<file path="src/rtl/mem_access_stage.sv">
// RV32 memory-access stage: single-outstanding req/ack data port, byte-lane steering, load extension.
// Optional misalignment trap is enabled by defining MEM_MISALIGN_TRAP_EN.
module mem_access_stage #(
  parameter int TIMEOUT_CYCLES = 255
) (
  input  logic        i_clk,
  input  logic        i_reset,
  input  logic        i_valid,
  output logic        o_ready,
  input  logic [31:0] i_ALUOutput,
  input  logic [31:0] i_B,
  input  logic [2:0]  i_func3,
  input  logic        i_is_load,
  input  logic        i_is_store,
  input  logic [4:0]  i_rd,
  output logic        o_mem_req,
  output logic        o_mem_we,
  output logic [31:0] o_mem_addr,
  output logic [31:0] o_mem_wdata,
  output logic [3:0]  o_mem_be,
  input  logic        i_mem_ack,
  input  logic [31:0] i_mem_rdata,
  output logic        o_wb_valid,
  output logic        o_wb_we,
  output logic [4:0]  o_wb_rd,
  output logic [31:0] o_wb_data,
  output logic        o_bus_err
);

  typedef enum logic [1:0] {IDLE, REQ, WB} state_e;

  localparam logic [15:0] TO_LAST = 16'(TIMEOUT_CYCLES - 1);

  state_e      state_q, state_d;
  logic        we_q, we_d;
  logic [31:0] addr_q, addr_d;
  logic [31:0] wdata_q, wdata_d;
  logic [3:0]  be_q, be_d;
  logic        isLoad_q, isLoad_d;
  logic [2:0]  func3_q, func3_d;
  logic [1:0]  off_q, off_d;
  logic [4:0]  rd_q, rd_d;
  logic        wbWe_q, wbWe_d;
  logic [31:0] wbData_q, wbData_d;
  logic        err_q, err_d;
  logic [15:0] cnt_q, cnt_d;

  logic [3:0]  laneBe;
  logic [31:0] laneData;
  logic [7:0]  selByte;
  logic [15:0] selHalf;
  logic [31:0] loadData;
  logic        misalign;

  // Store lane steering for the operation being presented by EX.
  always_comb begin
    laneBe   = 4'b1111;
    laneData = i_B;
    if (i_is_store) begin
      case (i_func3)
        3'd0: begin
          laneBe   = 4'b0001 << i_ALUOutput[1:0];
          laneData = {4{i_B[7:0]}};
        end
        3'd1: begin
          laneBe   = i_ALUOutput[1] ? 4'b1100 : 4'b0011;
          laneData = {2{i_B[15:0]}};
        end
        default: begin
          laneBe   = 4'b1111;
          laneData = i_B;
        end
      endcase
    end else begin
      laneData = 32'h0;
    end
  end

`ifdef MEM_MISALIGN_TRAP_EN
  logic isHalf, isByte;
  always_comb begin
    isHalf   = i_is_store ? (i_func3 == 3'd1) : (i_func3 == 3'd1 || i_func3 == 3'd5);
    isByte   = i_is_store ? (i_func3 == 3'd0) : (i_func3 == 3'd0 || i_func3 == 3'd4);
    misalign = (i_is_load | i_is_store) &&
               (isHalf ? i_ALUOutput[0] : (!isByte && i_ALUOutput[1:0] != 2'b00));
  end
`else
  assign misalign = 1'b0;
`endif

  // Load extraction uses the offset and width latched at accept time.
  always_comb begin
    case (off_q)
      2'd0:    selByte = i_mem_rdata[7:0];
      2'd1:    selByte = i_mem_rdata[15:8];
      2'd2:    selByte = i_mem_rdata[23:16];
      default: selByte = i_mem_rdata[31:24];
    endcase
    selHalf = off_q[1] ? i_mem_rdata[31:16] : i_mem_rdata[15:0];
    case (func3_q)
      3'd0:    loadData = {{24{selByte[7]}}, selByte};
      3'd1:    loadData = {{16{selHalf[15]}}, selHalf};
      3'd4:    loadData = {24'h0, selByte};
      3'd5:    loadData = {16'h0, selHalf};
      default: loadData = i_mem_rdata;
    endcase
  end

  always_comb begin
    state_d  = state_q;
    we_d     = we_q;
    addr_d   = addr_q;
    wdata_d  = wdata_q;
    be_d     = be_q;
    isLoad_d = isLoad_q;
    func3_d  = func3_q;
    off_d    = off_q;
    rd_d     = rd_q;
    wbWe_d   = wbWe_q;
    wbData_d = wbData_q;
    err_d    = err_q;
    cnt_d    = cnt_q;
    case (state_q)
      IDLE: begin
        if (i_valid) begin
          rd_d     = i_rd;
          func3_d  = i_func3;
          off_d    = i_ALUOutput[1:0];
          isLoad_d = i_is_load & ~i_is_store;
          we_d     = i_is_store;
          addr_d   = {i_ALUOutput[31:2], 2'b00};
          be_d     = laneBe;
          wdata_d  = laneData;
          wbWe_d   = 1'b0;
          wbData_d = 32'h0;
          err_d    = 1'b0;
          cnt_d    = 16'h0;
          if (!i_is_load && !i_is_store) begin
            wbWe_d   = 1'b1;
            wbData_d = i_ALUOutput;
            state_d  = WB;
          end else if (misalign) begin
            err_d   = 1'b1;
            state_d = WB;
          end else begin
            state_d = REQ;
          end
        end
      end
      REQ: begin
        // An ack arriving on the final allowed cycle still completes normally.
        if (i_mem_ack) begin
          state_d = WB;
          if (isLoad_q) begin
            wbWe_d   = 1'b1;
            wbData_d = loadData;
          end
        end else if (cnt_q == TO_LAST) begin
          err_d   = 1'b1;
          state_d = WB;
        end else if (cnt_q != 16'hFFFF) begin
          cnt_d = cnt_q + 16'd1;
        end
      end
      WB:      state_d = IDLE;
      default: state_d = IDLE;
    endcase
  end

  always_ff @(posedge i_clk or negedge i_reset) begin
    if (!i_reset) begin
      state_q  <= IDLE;
      we_q     <= 1'b0;
      addr_q   <= 32'h0;
      wdata_q  <= 32'h0;
      be_q     <= 4'h0;
      isLoad_q <= 1'b0;
      func3_q  <= 3'h0;
      off_q    <= 2'h0;
      rd_q     <= 5'h0;
      wbWe_q   <= 1'b0;
      wbData_q <= 32'h0;
      err_q    <= 1'b0;
      cnt_q    <= 16'h0;
    end else begin
      state_q  <= state_d;
      we_q     <= we_d;
      addr_q   <= addr_d;
      wdata_q  <= wdata_d;
      be_q     <= be_d;
      isLoad_q <= isLoad_d;
      func3_q  <= func3_d;
      off_q    <= off_d;
      rd_q     <= rd_d;
      wbWe_q   <= wbWe_d;
      wbData_q <= wbData_d;
      err_q    <= err_d;
      cnt_q    <= cnt_d;
    end
  end

  assign o_ready     = (state_q == IDLE);
  assign o_mem_req   = (state_q == REQ);
  assign o_mem_we    = we_q & o_mem_req;
  assign o_mem_addr  = addr_q;
  assign o_mem_wdata = wdata_q;
  assign o_mem_be    = be_q;
  assign o_wb_valid  = (state_q == WB);
  assign o_wb_we     = wbWe_q & o_wb_valid;
  assign o_wb_rd     = rd_q;
  assign o_wb_data   = wbData_q;
  assign o_bus_err   = err_q & o_wb_valid;

endmodule
</file>
<file path="config.mk">
export PLATFORM = sky130hd
export DESIGN_NAME = mem_access_stage
export DESIGN_NICKNAME = d
export VERILOG_FILES = /design/src/rtl/mem_access_stage.sv
export SDC_FILE = /design/constraint.sdc
export NUM_CORES = 1
export LEC_CHECK = 0
export ABC_CLOCK_PERIOD_IN_PS = 2200
export CAP_MARGIN = 10
export CORE_MARGIN = 1.5
export CORE_UTILIZATION = 45
export CTS_CLUSTER_SIZE = 24
export DETAILED_ROUTE_END_ITERATION = 7
export GPL_TIMING_DRIVEN = 1
export PLACE_DENSITY = 0.91
export SYNTH_ARGS = -nofsm -noshare
export SYNTH_HDL_FRONTEND = slang
export SYNTH_SLANG_ARGS = --single-unit
</file>
<file path="constraint.sdc">
create_clock -name i_clk -period 2.2 [get_ports i_clk]
set_input_delay 0.33 -clock i_clk [delete_from_list [all_inputs] [get_ports i_clk]]
set_output_delay 0.33 -clock i_clk [all_outputs]
set_load 0.05 [all_outputs]
</file>
==> qor.yml <==
r2r_slack_ps: 240
post_synth_most_frequent_cells: "nand2_1 (210), dfrtp_1 (130), o21ai_0 (48), nand3_1 (45), mux2i_1 (34)"
drt_iter0_markers: 686
clock_skew_ps: 8.34
final_antenna_net_count: 0
area_delta_synth_final_pct: 48.1
via_count: 6404
antenna_found_initial: 0
h-tree-depth: 4
grt_max_degree: 87
dp_cells: 1094
status: "complete, no violations"
clockBufferDepth: 2
postLayoutCoreUtil_pct: 68.4
whs_ps: 444
synth_area_leader_cell: "dfrtp_1"
start_util_pct: 46.2
slew_viol_final: 0
grt_use_total_pct: 27.9
end_kind: "output port"
fp.dieArea_um2: 15000
cap_violations: 0
hold_path.class: "in -> reg"
synthArstFlopShare_pct: 100
r2r_end: "o_wb_data[3]$_DFFE_PN0P_"
yosysMostFrequentCell: "nand2_1"
syn_avg_cell_area_um2: 8.96
yosys.area.top_type_share_pct: 50.8
grt_pass1_wl_um: 32200
synth_area_leaders: "dfrtp_1 (51%), nand2_1 (12%), mux2i_1 (5.3%)"
chipWidth_um: 122
ctsResizeCount: 0
num_rows: 43
ys_seq_elements: 130
finalWeightedCongestion: 0.917
rr_startpoint: "off_q[1]$_DFFE_PN0P_"
synth_cells: 715
critPathRequiredTime_ps: 1870
crit_type: "reg -> out"
fillers: 1054
chipHeight_um: 122
clock_latency_ps: 420
multi_input_area_um2: 2910
ys.flop_type: "dfrtp_1"
reg2reg_depth: 5
setup_viol: 0
cp_data_arrival_time_ps: 1650
top_usage_layer: "met2"
rsz0062_at_grt: "false"
vias_per_cell: 5.68
cts_tree: "built"
cts_root_buf: "clkbuf_16"
layout.cells.non_filler: 1127
io_pins: 221
antenna_cells: 0
grt_pass1_vias: 6238
endpoint: "o_mem_we"
drc: 0
final.setup.tns_ps: 0
met3_usage_pct: 8.36
routedWlPerCell_um: 18.0
p_per_area_nw_per_um2: 1640
hold_violations: 0
cts.sinks: 130
core-area_um2: 13900
hpwl_um: 14800
first_pass_iters: 5
grt-ovfl-total: 0
period_needed_ps: 1980
clk_pin_slew_worst_paths_ps: 60
crit_start: "state_q[1]$_DFFE_PN0P_"
post-route-period-util_pct: 90.2
synth.cell_area_um2: 6410
grt_use_met2_pct: 42.7
wirelength_um: 20300
drive_gt1_share_pct: 9.40
port-buffer-count: 218
irDropWorstVdd_uv: 1160
relSlewSlack_pct: 55.6
seq_area_um2: 3250
p_leak_nw: 4.20
yosys_warnings: 0
numCtsBuffers: 17
tightest_slew_ps: 665
nets: 1046
synth.distinct_cells: 55
seq_area_frac_synth_pct: 50.8
synth-edff-count: 0
worstPathMaxFanout: 14
critPathLaunchType: "flip-flop"
max_freq_mhz: 504
use_met1_pct: 36.9
==> final cells by class <==
type / count / share of cell area, %
Clock buffer: 19 / 4.67
Sequential cell: 130 / 34.3
Clock inverter: 13 / 1.70
Timing Repair Buffer: 249 / 26.0
Multi-Input combinational cell: 526 / 30.6
Inverter: 10 / 0.395
Tap cell: 180 / 2.37
==> flip-flops by register name, indices dropped and copies added (netlist names) <==
| signal | flops |
|---|---|
| func3_q | 3 |
| o_mem_wdata | 32 |
| wbWe_q | 1 |
| err_q | 1 |
| off_q | 2 |
| cnt_q | 16 |
| o_mem_addr | 30 |
| we_q | 1 |
| isLoad_q | 1 |
| state_q | 2 |
| o_mem_be | 4 |
| o_wb_rd | 5 |
| o_wb_data | 32 |
==> kinds of logic (layout without fill, tap and decap cells) <==
kind of cell               count (synthesis)  count (layout)  share of synthesized area (%)
buffers and inverters                     60             291                           4.20
DFF                                      130             130                           50.8
adders and majority gates                  2               2                          0.390
other                                      1               2                         0.0585
and+or+nand+nor                          346             346                           24.4
AOI/OAI and AO/OA                        137             137                           14.0
muxes                                     39              39                           6.19
==> worst max-delay path, stage by stage, from the launching register on <==
cell and delay, ps:
dfrtp_1 410, nand2b_4 180, inv_2 70, buf_4 220
and2_1 210, buf_12 150
==> where the power goes <==
group	total, mW	internal, mW	switching, mW
Sequential	4.10	3.41	0.695
Clock	2.89	1.81	1.09
Combinational	8.55	2.78	5.77
==> placed cells by master, fill, tap and decap left out, types with 6 or more instances in the layout <==
| master | n |
|---|---|
| nand2_1 | 209 |
| nor2_1 | 25 |
| dfrtp_1 | 130 |
| and2_1 | 8 |
| inv_1 | 9 |
| a21oi_1 | 33 |
| mux2i_1 | 34 |
| or4_1 | 7 |
| o211ai_1 | 6 |
| buf_4 | 31 |
| nand3_1 | 45 |
| clkdlybuf4s50_1 | 211 |
| o21ai_0 | 48 |
| nor3_1 | 8 |
| clkbuf_16 | 17 |
| a32oi_1 | 16 |
| o31ai_1 | 7 |
| nor3b_1 | 12 |
==> stage by stage <==
step	instance area (um^2)	setup WS, ps	power [mW]
final	9490	217	15.5
after floorplan	6410	82.4	9.49
after CTS	9490	199	15.6
after global routing	9490	137	16.3
after detailed placement	8880	21.0	12.6
after global placement	8880	76.1	12.4
==> worst min-delay path by stage <==
stage	start	to	cells past startpoint
3_3_place_gp	i_reset	o_mem_wdata[12]$_DFFE_PN0P_	1
6_report	i_rd[3]	o_wb_rd[3]$_DFFE_PN0P_	3
5_1_grt	i_rd[3]	o_wb_rd[3]$_DFFE_PN0P_	3
3_5_place_dp	i_reset	o_mem_wdata[12]$_DFFE_PN0P_	1
2_1_floorplan	i_reset	cnt_q[0]$_DFFE_PN0P_	0
4_1_cts	i_rd[3]	o_wb_rd[3]$_DFFE_PN0P_	3
==> layer usage <==
layer,vias up,wire [um]
met1,3094,8250
li1,2918,-
met3,62,1910
met5,-,0
met4,0,668
met2,330,9500
==> what timing repair did <==
item	CTS	global route
hold endpoints to repair	63	0
hold buffers	1	0
setup buffers	0	0
setup endpoints to repair	0	0
Power figures use the tool's default switching activity.
